===== src/rtl/sram_addr_generator_pkg.sv =====
// Shared constants for the cartridge SRAM address generator and the AVR command decoder.
package sram_addr_generator_pkg;

    localparam int unsigned DEF_ADDR_WIDTH = 24;
    localparam int unsigned DEF_CNT_WIDTH  = 5;

    // Bus ownership encoding of snes_mode, common with the command decoder
    localparam logic SNES_OWNS = 1'b1;
    localparam logic AVR_OWNS  = 1'b0;

    typedef enum logic {
        ST_IDLE  = 1'b0,
        ST_SHIFT = 1'b1
    } state_e;

endpackage


===== src/rtl/sram_addr_generator_edge_detect.sv =====
// One-cycle rise/fall detector; the history register resets to IDLE_LEVEL so
// that leaving reset with the input at its idle level never produces an edge.
module edge_detect
    import sram_addr_generator_pkg::*;
#(
    parameter logic IDLE_LEVEL = 1'b1
) (
    input  logic clk_i,
    input  logic rst_ni,
    input  logic sig_i,
    output logic rise_o,
    output logic fall_o
);

    logic sig_q;

    always_ff @(posedge clk_i or negedge rst_ni) begin
        if (!rst_ni) begin
            sig_q <= IDLE_LEVEL;
        end else begin
            sig_q <= sig_i;
        end
    end

    assign rise_o = ~sig_q & sig_i;
    assign fall_o = sig_q & ~sig_i;

endmodule


===== src/rtl/sram_addr_generator.sv =====
// SRAM address register (serial load + post-increment) and AVR/SNES bus mux.
// Optional macro SRAM_ADDR_AUTO_INC_EN: rising avr_we_n in count mode also increments.
module sram_addr_generator
    import sram_addr_generator_pkg::*;
#(
    parameter int unsigned ADDR_WIDTH = DEF_ADDR_WIDTH,
    parameter int unsigned CNT_WIDTH  = DEF_CNT_WIDTH
) (
    input  logic                  avr_clk,
    input  logic                  avr_reset_n,
    input  logic                  avr_snes_mode,
    input  logic                  avr_counter_n,
    input  logic                  avr_sreg_en_n,
    input  logic                  avr_si,
    input  logic                  avr_oe_n,
    input  logic                  avr_we_n,
    input  logic [ADDR_WIDTH-1:0] snes_addr,
    input  logic                  snes_rd_n,
    input  logic                  snes_wr_n,
    output logic [ADDR_WIDTH-1:0] sram_addr,
    output logic                  sram_oe_n,
    output logic                  sram_we_n,
    output logic                  addr_loaded
);

    localparam logic [CNT_WIDTH-1:0] CNT_FULL = CNT_WIDTH'(ADDR_WIDTH);

    state_e                  state_q, state_d;
    logic [ADDR_WIDTH-1:0]   addr_q, addr_d;
    logic [CNT_WIDTH-1:0]    bit_cnt_q, bit_cnt_d;
    logic                    loaded_q, loaded_d;

    logic strobe;
    logic cnt_rise_unused;
    logic snes_owns;
    logic shift_act;
    logic inc_act;

    edge_detect #(.IDLE_LEVEL(1'b1)) u_cnt_edge (
        .clk_i  (avr_clk),
        .rst_ni (avr_reset_n),
        .sig_i  (avr_counter_n),
        .rise_o (cnt_rise_unused),
        .fall_o (strobe)
    );

    assign snes_owns = (avr_snes_mode == SNES_OWNS);

    // Mode comes from the live sreg_en_n, so a strobe coincident with a mode change uses the new mode
    assign shift_act = strobe & ~snes_owns & ~avr_sreg_en_n;

`ifdef SRAM_ADDR_AUTO_INC_EN
    logic we_rise;
    logic we_fall_unused;

    edge_detect #(.IDLE_LEVEL(1'b1)) u_we_edge (
        .clk_i  (avr_clk),
        .rst_ni (avr_reset_n),
        .sig_i  (avr_we_n),
        .rise_o (we_rise),
        .fall_o (we_fall_unused)
    );

    // OR-ing the two sources makes a coincident write-end and strobe a single increment
    assign inc_act = (strobe | we_rise) & ~snes_owns & avr_sreg_en_n;
`else
    assign inc_act = strobe & ~snes_owns & avr_sreg_en_n;
`endif

    always_ff @(posedge avr_clk or negedge avr_reset_n) begin
        if (!avr_reset_n) begin
            state_q   <= ST_IDLE;
            addr_q    <= '0;
            bit_cnt_q <= '0;
            loaded_q  <= 1'b0;
        end else begin
            state_q   <= state_d;
            addr_q    <= addr_d;
            bit_cnt_q <= bit_cnt_d;
            loaded_q  <= loaded_d;
        end
    end

    always_comb begin
        state_d   = state_q;
        addr_d    = addr_q;
        bit_cnt_d = bit_cnt_q;
        loaded_d  = loaded_q;

        case (state_q)
            ST_IDLE: begin
                if (!avr_sreg_en_n) begin
                    state_d   = ST_SHIFT;
                    bit_cnt_d = '0;
                    loaded_d  = 1'b0;
                end
            end
            ST_SHIFT: begin
                if (avr_sreg_en_n) begin
                    state_d = ST_IDLE;
                end
            end
            default: begin
                state_d = ST_IDLE;
            end
        endcase

        if (shift_act) begin
            addr_d = {addr_q[ADDR_WIDTH-2:0], avr_si};
            if (bit_cnt_d != CNT_FULL) begin
                bit_cnt_d = bit_cnt_d + 1'b1;
            end
            if (bit_cnt_d == CNT_FULL) begin
                loaded_d = 1'b1;
            end
        end else if (inc_act) begin
            addr_d = addr_q + ADDR_WIDTH'(1);
        end
    end

    assign sram_addr   = snes_owns ? snes_addr : addr_q;
    assign sram_oe_n   = ~avr_reset_n | (snes_owns ? snes_rd_n : avr_oe_n);
    assign sram_we_n   = ~avr_reset_n | (snes_owns ? snes_wr_n : (avr_we_n | ~avr_sreg_en_n));
    assign addr_loaded = loaded_q;

endmodule


===== config.mk =====
export PLATFORM = sky130hd
export DESIGN_NAME = sram_addr_generator
export DESIGN_NICKNAME = d
export VERILOG_FILES = /design/src/rtl/sram_addr_generator_pkg.sv /design/src/rtl/sram_addr_generator_edge_detect.sv /design/src/rtl/sram_addr_generator.sv
export SDC_FILE = /design/constraint.sdc
export NUM_CORES = 1
export LEC_CHECK = 0
export ABC_AREA = 1
export BUFFER_PORTS_ARGS = -buffer_cell sky130_fd_sc_hd__buf_2
export CAP_MARGIN = 0
export CORE_UTILIZATION = 58
export CTS_CLUSTER_DIAMETER = 120
export DETAILED_ROUTE_END_ITERATION = 10
export GPL_TIMING_DRIVEN = 1
export HOLD_SLACK_MARGIN = 0.1
export PLACE_DENSITY = 0.86
export SYNTH_ARGS = -nofsm -noshare
export SYNTH_HDL_FRONTEND = slang
export SYNTH_SLANG_ARGS = --single-unit

===== constraint.sdc =====
create_clock -name avr_clk -period 3.2 [get_ports avr_clk]
set_clock_uncertainty 0.05 [all_clocks]
set_input_delay 0.16 -clock avr_clk [delete_from_list [all_inputs] [get_ports avr_clk]]
set_output_delay 0.16 -clock avr_clk [all_outputs]
set_load 0.05 [all_outputs]

==> impl_metrics.toml, run 1 <==
[outcome]
outcome = "complete, no violations"

[floorplan]
fp-row-count = 23
die_x_um = 67.4
core_area_um2 = 4060
die_y_um = 67.4
ioPinCount = 61
die-area_um2 = 4550
initial_core_util_pct = 61.2

[final_layout]
fillers = 371
final_cell_mix = "nand2_1, buf_2, inv_1"
layout.nets = 486
register_area_um2 = 802
multi_input_area_um2 = 1430
antenna_cells = 0
areaGrowthSynthToFinish_pct = 16.8
final_core_utilization_pct = 71.5
design_area_um2 = 2900
drive_above_1_share_pct = 19.3
final_common_cell = "nand2_1"

[pwr]
vdd_drop_max_uv = 321
powerDensity_nw_per_um2 = 537
leakage_uw = 0.00142
power_uw = 1560

[placed_design]
port_buffers = 60
place_ws_ns = 1.15
routabilityCongestion = 0.908
placedInstanceArea_um2 = 2770
dp_hpwl_um = 4700

[route]
ant_nets = 0
drt-vias-per-instance = 5.62
wl_per_cell_um = 13.2
drt-total-wl_um = 6620
drt_iter0_markers = 307
dr.pass1.iters = 5
num_vias = 2817
drc = 0

[critical_path]
worstPathArrival_ns = 2.07
cp.required_ns = 3.33
cp_max_fo = 27
path_cells = "dlygate4sd3_1 -> buf_2 -> nor2_4 -> nand2_4 -> inv_1 -> o21ai_0 -> nor2_1 -> nor2_1"
crit_slowest_cell = "dlygate4sd3_1"
crit_type = "in2reg"
cp-end-kind = "register"
slowest_delay_ns = 0.53
path_buf_inv = 3
worst_setup_path_start_kind = "primary input"
crit_family = "buffers and inverters"
cp_common_cell = "nor2_1"

[timing]
timing.fmax_mhz = 516
timing.final.ws_setup_ns = 1.26
fin_setup_tns_ns = 0
hold_viol = 0
tightest_slew_ns = 0.778
finalSetupViolations = 0
slew_viol_final = 0
relSlewSlack_pct = 48.1
rsz0062_at_grt = "no"
finalCriticalPeriod_ns = 1.94
period_share_pct = 60.5

[worst_hold_path]
hp-class = "in2reg"

[cts]
clk_pin_slew_ns = 0.07
root_buffer = "clkbuf_8"
clock-sinks = 32
htree_num_levels = 2
clockBufferDepth = 2
cts_buffers = 5
clkLatencyLatePin_ns = 0.29
cts_tree = "built"
cts_setup_buffers = 0

[global_routing]
grt_max_degree = 53
grt_overflow = 0
grt_usage_pct = 31.7
grt_pass1_wl_um = 10800
antenna_found_initial = 0
grt_pass1_vias = 2431

[synthesis]
yosysWarnings = 0
ys_types = 31
syn_area_per_cell_um2 = 6.28
synth_nets = 431
ys_ff_latch = 32
seq_area_frac_synth_pct = 32.3
syn_area_um2 = 2480
syn_inst = 395

[run]
drv_cap = 0
[through the flow]
step | cells | hold slack, ns
after floorplan | 395 | -0.186
after global placement | 491 | 0.224
after detailed placement | 491 | 0.224
after CTS | 501 | 0.105
after global routing | 501 | 0.116
final | 501 | 0.101
[final cells by class]
cell class                 count  share of cell area (%)
multi-input combinational    303                    49.4
sequential                    32                    27.7
timing repair buffer          63                    11.3
inverter                      45                    5.82
clock buffer                   6                    2.50
tap                           50                    2.16
clock inverter                 2                    1.21
[report_power, final]
group	switching, uW	internal (uW)	total, uW	leakage (uW)
sequential	95.6	481	576	0.000398
combinational	427	159	586	0.000963
clock	165	231	396	0.0000552
total	688	871	1560	0.00142
[layer usage]
metal / track usage (%) / part of all wire (%)
met5: 0 / 0
met3: 5.07 / 10
met4: 11.2 / 1.2
met2: 52.0 / 45
met1: 42.1 / 44
[registers in the layout, summed over array words and instances (netlist names)]
signal / flops
u_cnt_edge.sig_q: 1
addr_loaded: 1
state_q: 1
bit_cnt_q: 5
addr_q: 24
[cell families after synthesis]
kind of cell	Yosys count	synth area share (%)
compound gates	79	17.2
xor+xnor	4	1.41
fa+ha+maj	2	1.01
buf+inv	60	10.0
flops	32	32.3
simple gates	218	38.0
[synthesized netlist by cell type]
library cell / count / share of area, %
buf_4: 1 / 0.30
nor2_1: 40 / 6.0
o21ai_0: 43 / 8.7
o22ai_1: 2 / 0.50
nand2_4: 1 / 0.45
o211ai_2: 1 / 0.50
nor2_4: 4 / 1.8
nand3_2: 2 / 0.81
nand4_1: 4 / 1.0
dfrtp_1: 31 / 31
o21ai_2: 1 / 0.35
a211oi_1: 3 / 0.91
o221ai_1: 1 / 0.35
inv_1: 44 / 6.7
buf_2: 4 / 0.81
nor3_1: 5 / 1.0
nand2_1: 124 / 19
clkbuf_1: 8 / 1.2
a21oi_1: 17 / 3.4
o211ai_1: 2 / 0.60
dfstp_2: 1 / 1.1
nor2_2: 6 / 1.5
nand3_1: 29 / 5.8
o21a_1: 1 / 0.30
ha_1: 2 / 1.0
inv_2: 1 / 0.15
buf_6: 2 / 0.91
nor4_1: 1 / 0.25
o21ai_1: 8 / 1.6
xor2_1: 4 / 1.4
nand2_2: 2 / 0.50
[worst min-delay path: cells and delay by family]
kind | cells | cell delay, ns
compound gates | 1 | 0.05
buf+inv | 1 | 0.09
simple gates | 1 | 0.10
[worst paths after layout]
| check | start | end | slack, ns | cells past startpoint |
|---|---|---|---|---|
| max in group asynchronous | avr_reset_n | addr_q[12]$_DFFE_PN0P_ | 2.16 | 2 |
| worst max-delay path | avr_counter_n | addr_q[6]$_DFFE_PN0P_ | 1.26 | 8 |
| min in group asynchronous | avr_reset_n | bit_cnt_q[4]$_DFF_PN0_ | 0.43 | 2 |
| worst max register to register | u_cnt_edge.sig_q$_DFF_PN1_ | addr_q[6]$_DFFE_PN0P_ | 1.36 | 5 |
| worst min register to register | addr_loaded$_DFF_PN0_ | addr_loaded$_DFF_PN0_ | 0.45 | 2 |
| worst min-delay path | avr_si | addr_q[0]$_DFFE_PN0P_ | 0.10 | 3 |
[repair_timing]
action / in CTS / in global routing
hold buffers: 2 / 0
endpoints found under the hold margin: 32 / 0
gates resized for setup: 0 / 0
No activity file was read; power rests on OpenSTA's default activity.
==> run 2: changes to the inputs <==
Settings changed: CORE_UTILIZATION 58 to 49, PLACE_DENSITY 0.86 to 0.77.
Clock period 3.2 ns to 1.7 ns, I/O delays scaled along.
==> run 2 against run 1 <==
  * Sequential share of layout area is 1.4 points lower
  * Critical path type is now reg2reg
  * Utilization is 7.6 points lower
  * Highest routed layer unchanged
  * Sequential power is 86% higher
==> impl_metrics.toml, run 2 (synthesis gave the netlist of run 1 again) <==
[outcome]
outcome = "complete, no violations"

[final_layout]
largest_reg_flops = 24
areaGrowthSynthToFinish_pct = 23.1
drive_above_1_share_pct = 21.9
fillers = 456
layout.nets = 501
top_regs = "addr_q x24, bit_cnt_q x5"
final_core_utilization_pct = 63.8
design_area_um2 = 3060
antenna_cells = 0
final_cell_mix = "nand2_1, buf_2, inv_1"
multi_input_area_um2 = 1430
register_area_um2 = 802
final_common_cell = "nand2_1"
max_flop_register = "addr_q"

[floorplan]
die-area_um2 = 5350
fp-row-count = 25
ioPinCount = 61
core_area_um2 = 4790
die_x_um = 73.2
die_y_um = 73.2
initial_core_util_pct = 51.9

[placed_design]
routabilityCongestion = 1.02
port_buffers = 60
dp_hpwl_um = 5280
placedInstanceArea_um2 = 2880

[global_routing]
grt_pass1_wl_um = 11600
grt_max_degree = 52
grt_usage_pct = 28.6
grt_overflow = 0
grt_pass1_vias = 2523
antenna_found_initial = 0

[pwr]
switching_share_pct = 42.7
powerDensity_nw_per_um2 = 1010
p_seq_share_pct = 34.6
clkPwrFrac_pct = 26.4
p_sw_uw = 1320
internal_power_uw = 1770
p_comb_share_pct = 39.0
vdd_drop_max_uv = 684
power_uw = 3090
leakage_uw = 0.00150

[cts]
clockBufferDepth = 2
cts_resized = 0
clk_pin_slew_ns = 0.07
root_buffer = "clkbuf_8"
clock-sinks = 32
clkLatencyLatePin_ns = 0.29
cts_buffers = 5
cts_tree = "built"
htree_num_levels = 2

[route]
dr.pass1.iters = 5
wl_per_cell_um = 13.3
drc = 0
dr_wl_met2_um = 3160
top_layer = "met4"
wl_met1_um = 3230
num_vias = 2867
drt-total-wl_um = 7100
route.met3.wl_um = 586
ant_nets = 0
drt-vias-per-instance = 5.38
drt_iter0_markers = 246

[critical_path]
cp-end-kind = "register"
crit_type = "reg2reg"
worstPathArrival_ns = 1.73
r2r_slack_ns = 0.11
cp_max_fo = 4
rr_startpoint = "state_q$_DFF_PN0_"
cp.required_ns = 1.83
cp-startpoint = "state_q$_DFF_PN0_"
worstRegToRegCells = 8
r2r-end = "addr_loaded$_DFF_PN0_"
worst_setup_path_start_kind = "register"

[timing]
timing.fmax_mhz = 627
slew_viol_final = 0
tightest_slew_ns = 0.429
period_share_pct = 93.8
finalSetupViolations = 0
hold_viol = 0
relSlewSlack_pct = 71.4
finalCriticalPeriod_ns = 1.59

[worst_hold_path]
hold_end = "addr_q[10]$_DFFE_PN0P_"
holdPathStages = 5
min-delay-start = "avr_snes_mode"
hp-class = "in2reg"

[run]
drv_cap = 0
[run 2: power by group through the flow]
| stage | Combinational [uW] | Sequential [uW] | Clock (uW) |
|---|---|---|---|
| 6_report | 1210 | 1070 | 814 |
| 2_1_floorplan | 857 | 1040 | 0 |
| 5_1_grt | 1320 | 1090 | 861 |
| 3_3_place_gp | 1150 | 1070 | 0 |
| 4_1_cts | 1170 | 1070 | 822 |
| 3_5_place_dp | 1160 | 1080 | 0 |
[run 2: worst max-delay path, stage by stage, from the launching register on]
cell and delay, ns:
dfrtp_1 0.40, nor2_2 0.22, nor2_1 0.09, ha_1 0.25
nand3_1 0.11, xor2_1 0.20, nor2_1 0.07, nand2_1 0.06
nand2_1 0.04
[run 2: repair_timing]
action / in CTS / in global routing
setup buffers: 0 / 3
setup endpoints to repair: 0 / 1
hold buffers: 3 / 0
hold endpoints to repair: 33 / 0
[run 2: layout make-up]
type                            instances  share of cell area [%]
Sequential cell                        32                    26.2
Clock buffer                            7                    3.15
Timing Repair Buffer                   78                    14.5
Clock inverter                          1                   0.983
Multi-Input combinational cell        303                    46.8
Tap cell                               67                    2.74
Inverter                               45                    5.53
[run 2: metal layers]
metal | vias up | GRT usage (%)
li1 | 1414 | -
met1 | 1276 | 38.2
met2 | 163 | 45.9
met3 | 14 | 5.25
met4 | 0 | 10.7
met5 | - | 0
[run 2: through the flow]
| stage | setup WS, ns | TNS [ns] | cells | hold WS (ns) |
|---|---|---|---|---|
| 2_1_floorplan | 0.00140 | 0 | 395 | -0.261 |
| 3_3_place_gp | 0.142 | 0 | 519 | 0.180 |
| 3_5_place_dp | 0.122 | 0 | 519 | 0.181 |
| 4_1_cts | 0.113 | 0 | 530 | 0.182 |
| 5_1_grt | -0.00322 | -0.00322 | 533 | 0.191 |
| 6_report | 0.105 | 0 | 533 | 0.188 |
[run 2: worst max path at each step]
stage	cells past startpoint	to	slack [ns]
after CTS	8	addr_loaded$_DFF_PN0_	0.11
after detailed placement	8	addr_loaded$_DFF_PN0_	0.12
final	8	addr_loaded$_DFF_PN0_	0.11
after global routing	8	addr_q[16]$_DFFE_PN0P_	-0.003
after global placement	7	addr_q[10]$_DFFE_PN0P_	0.14
after floorplan	2	sram_addr[0]	0.001
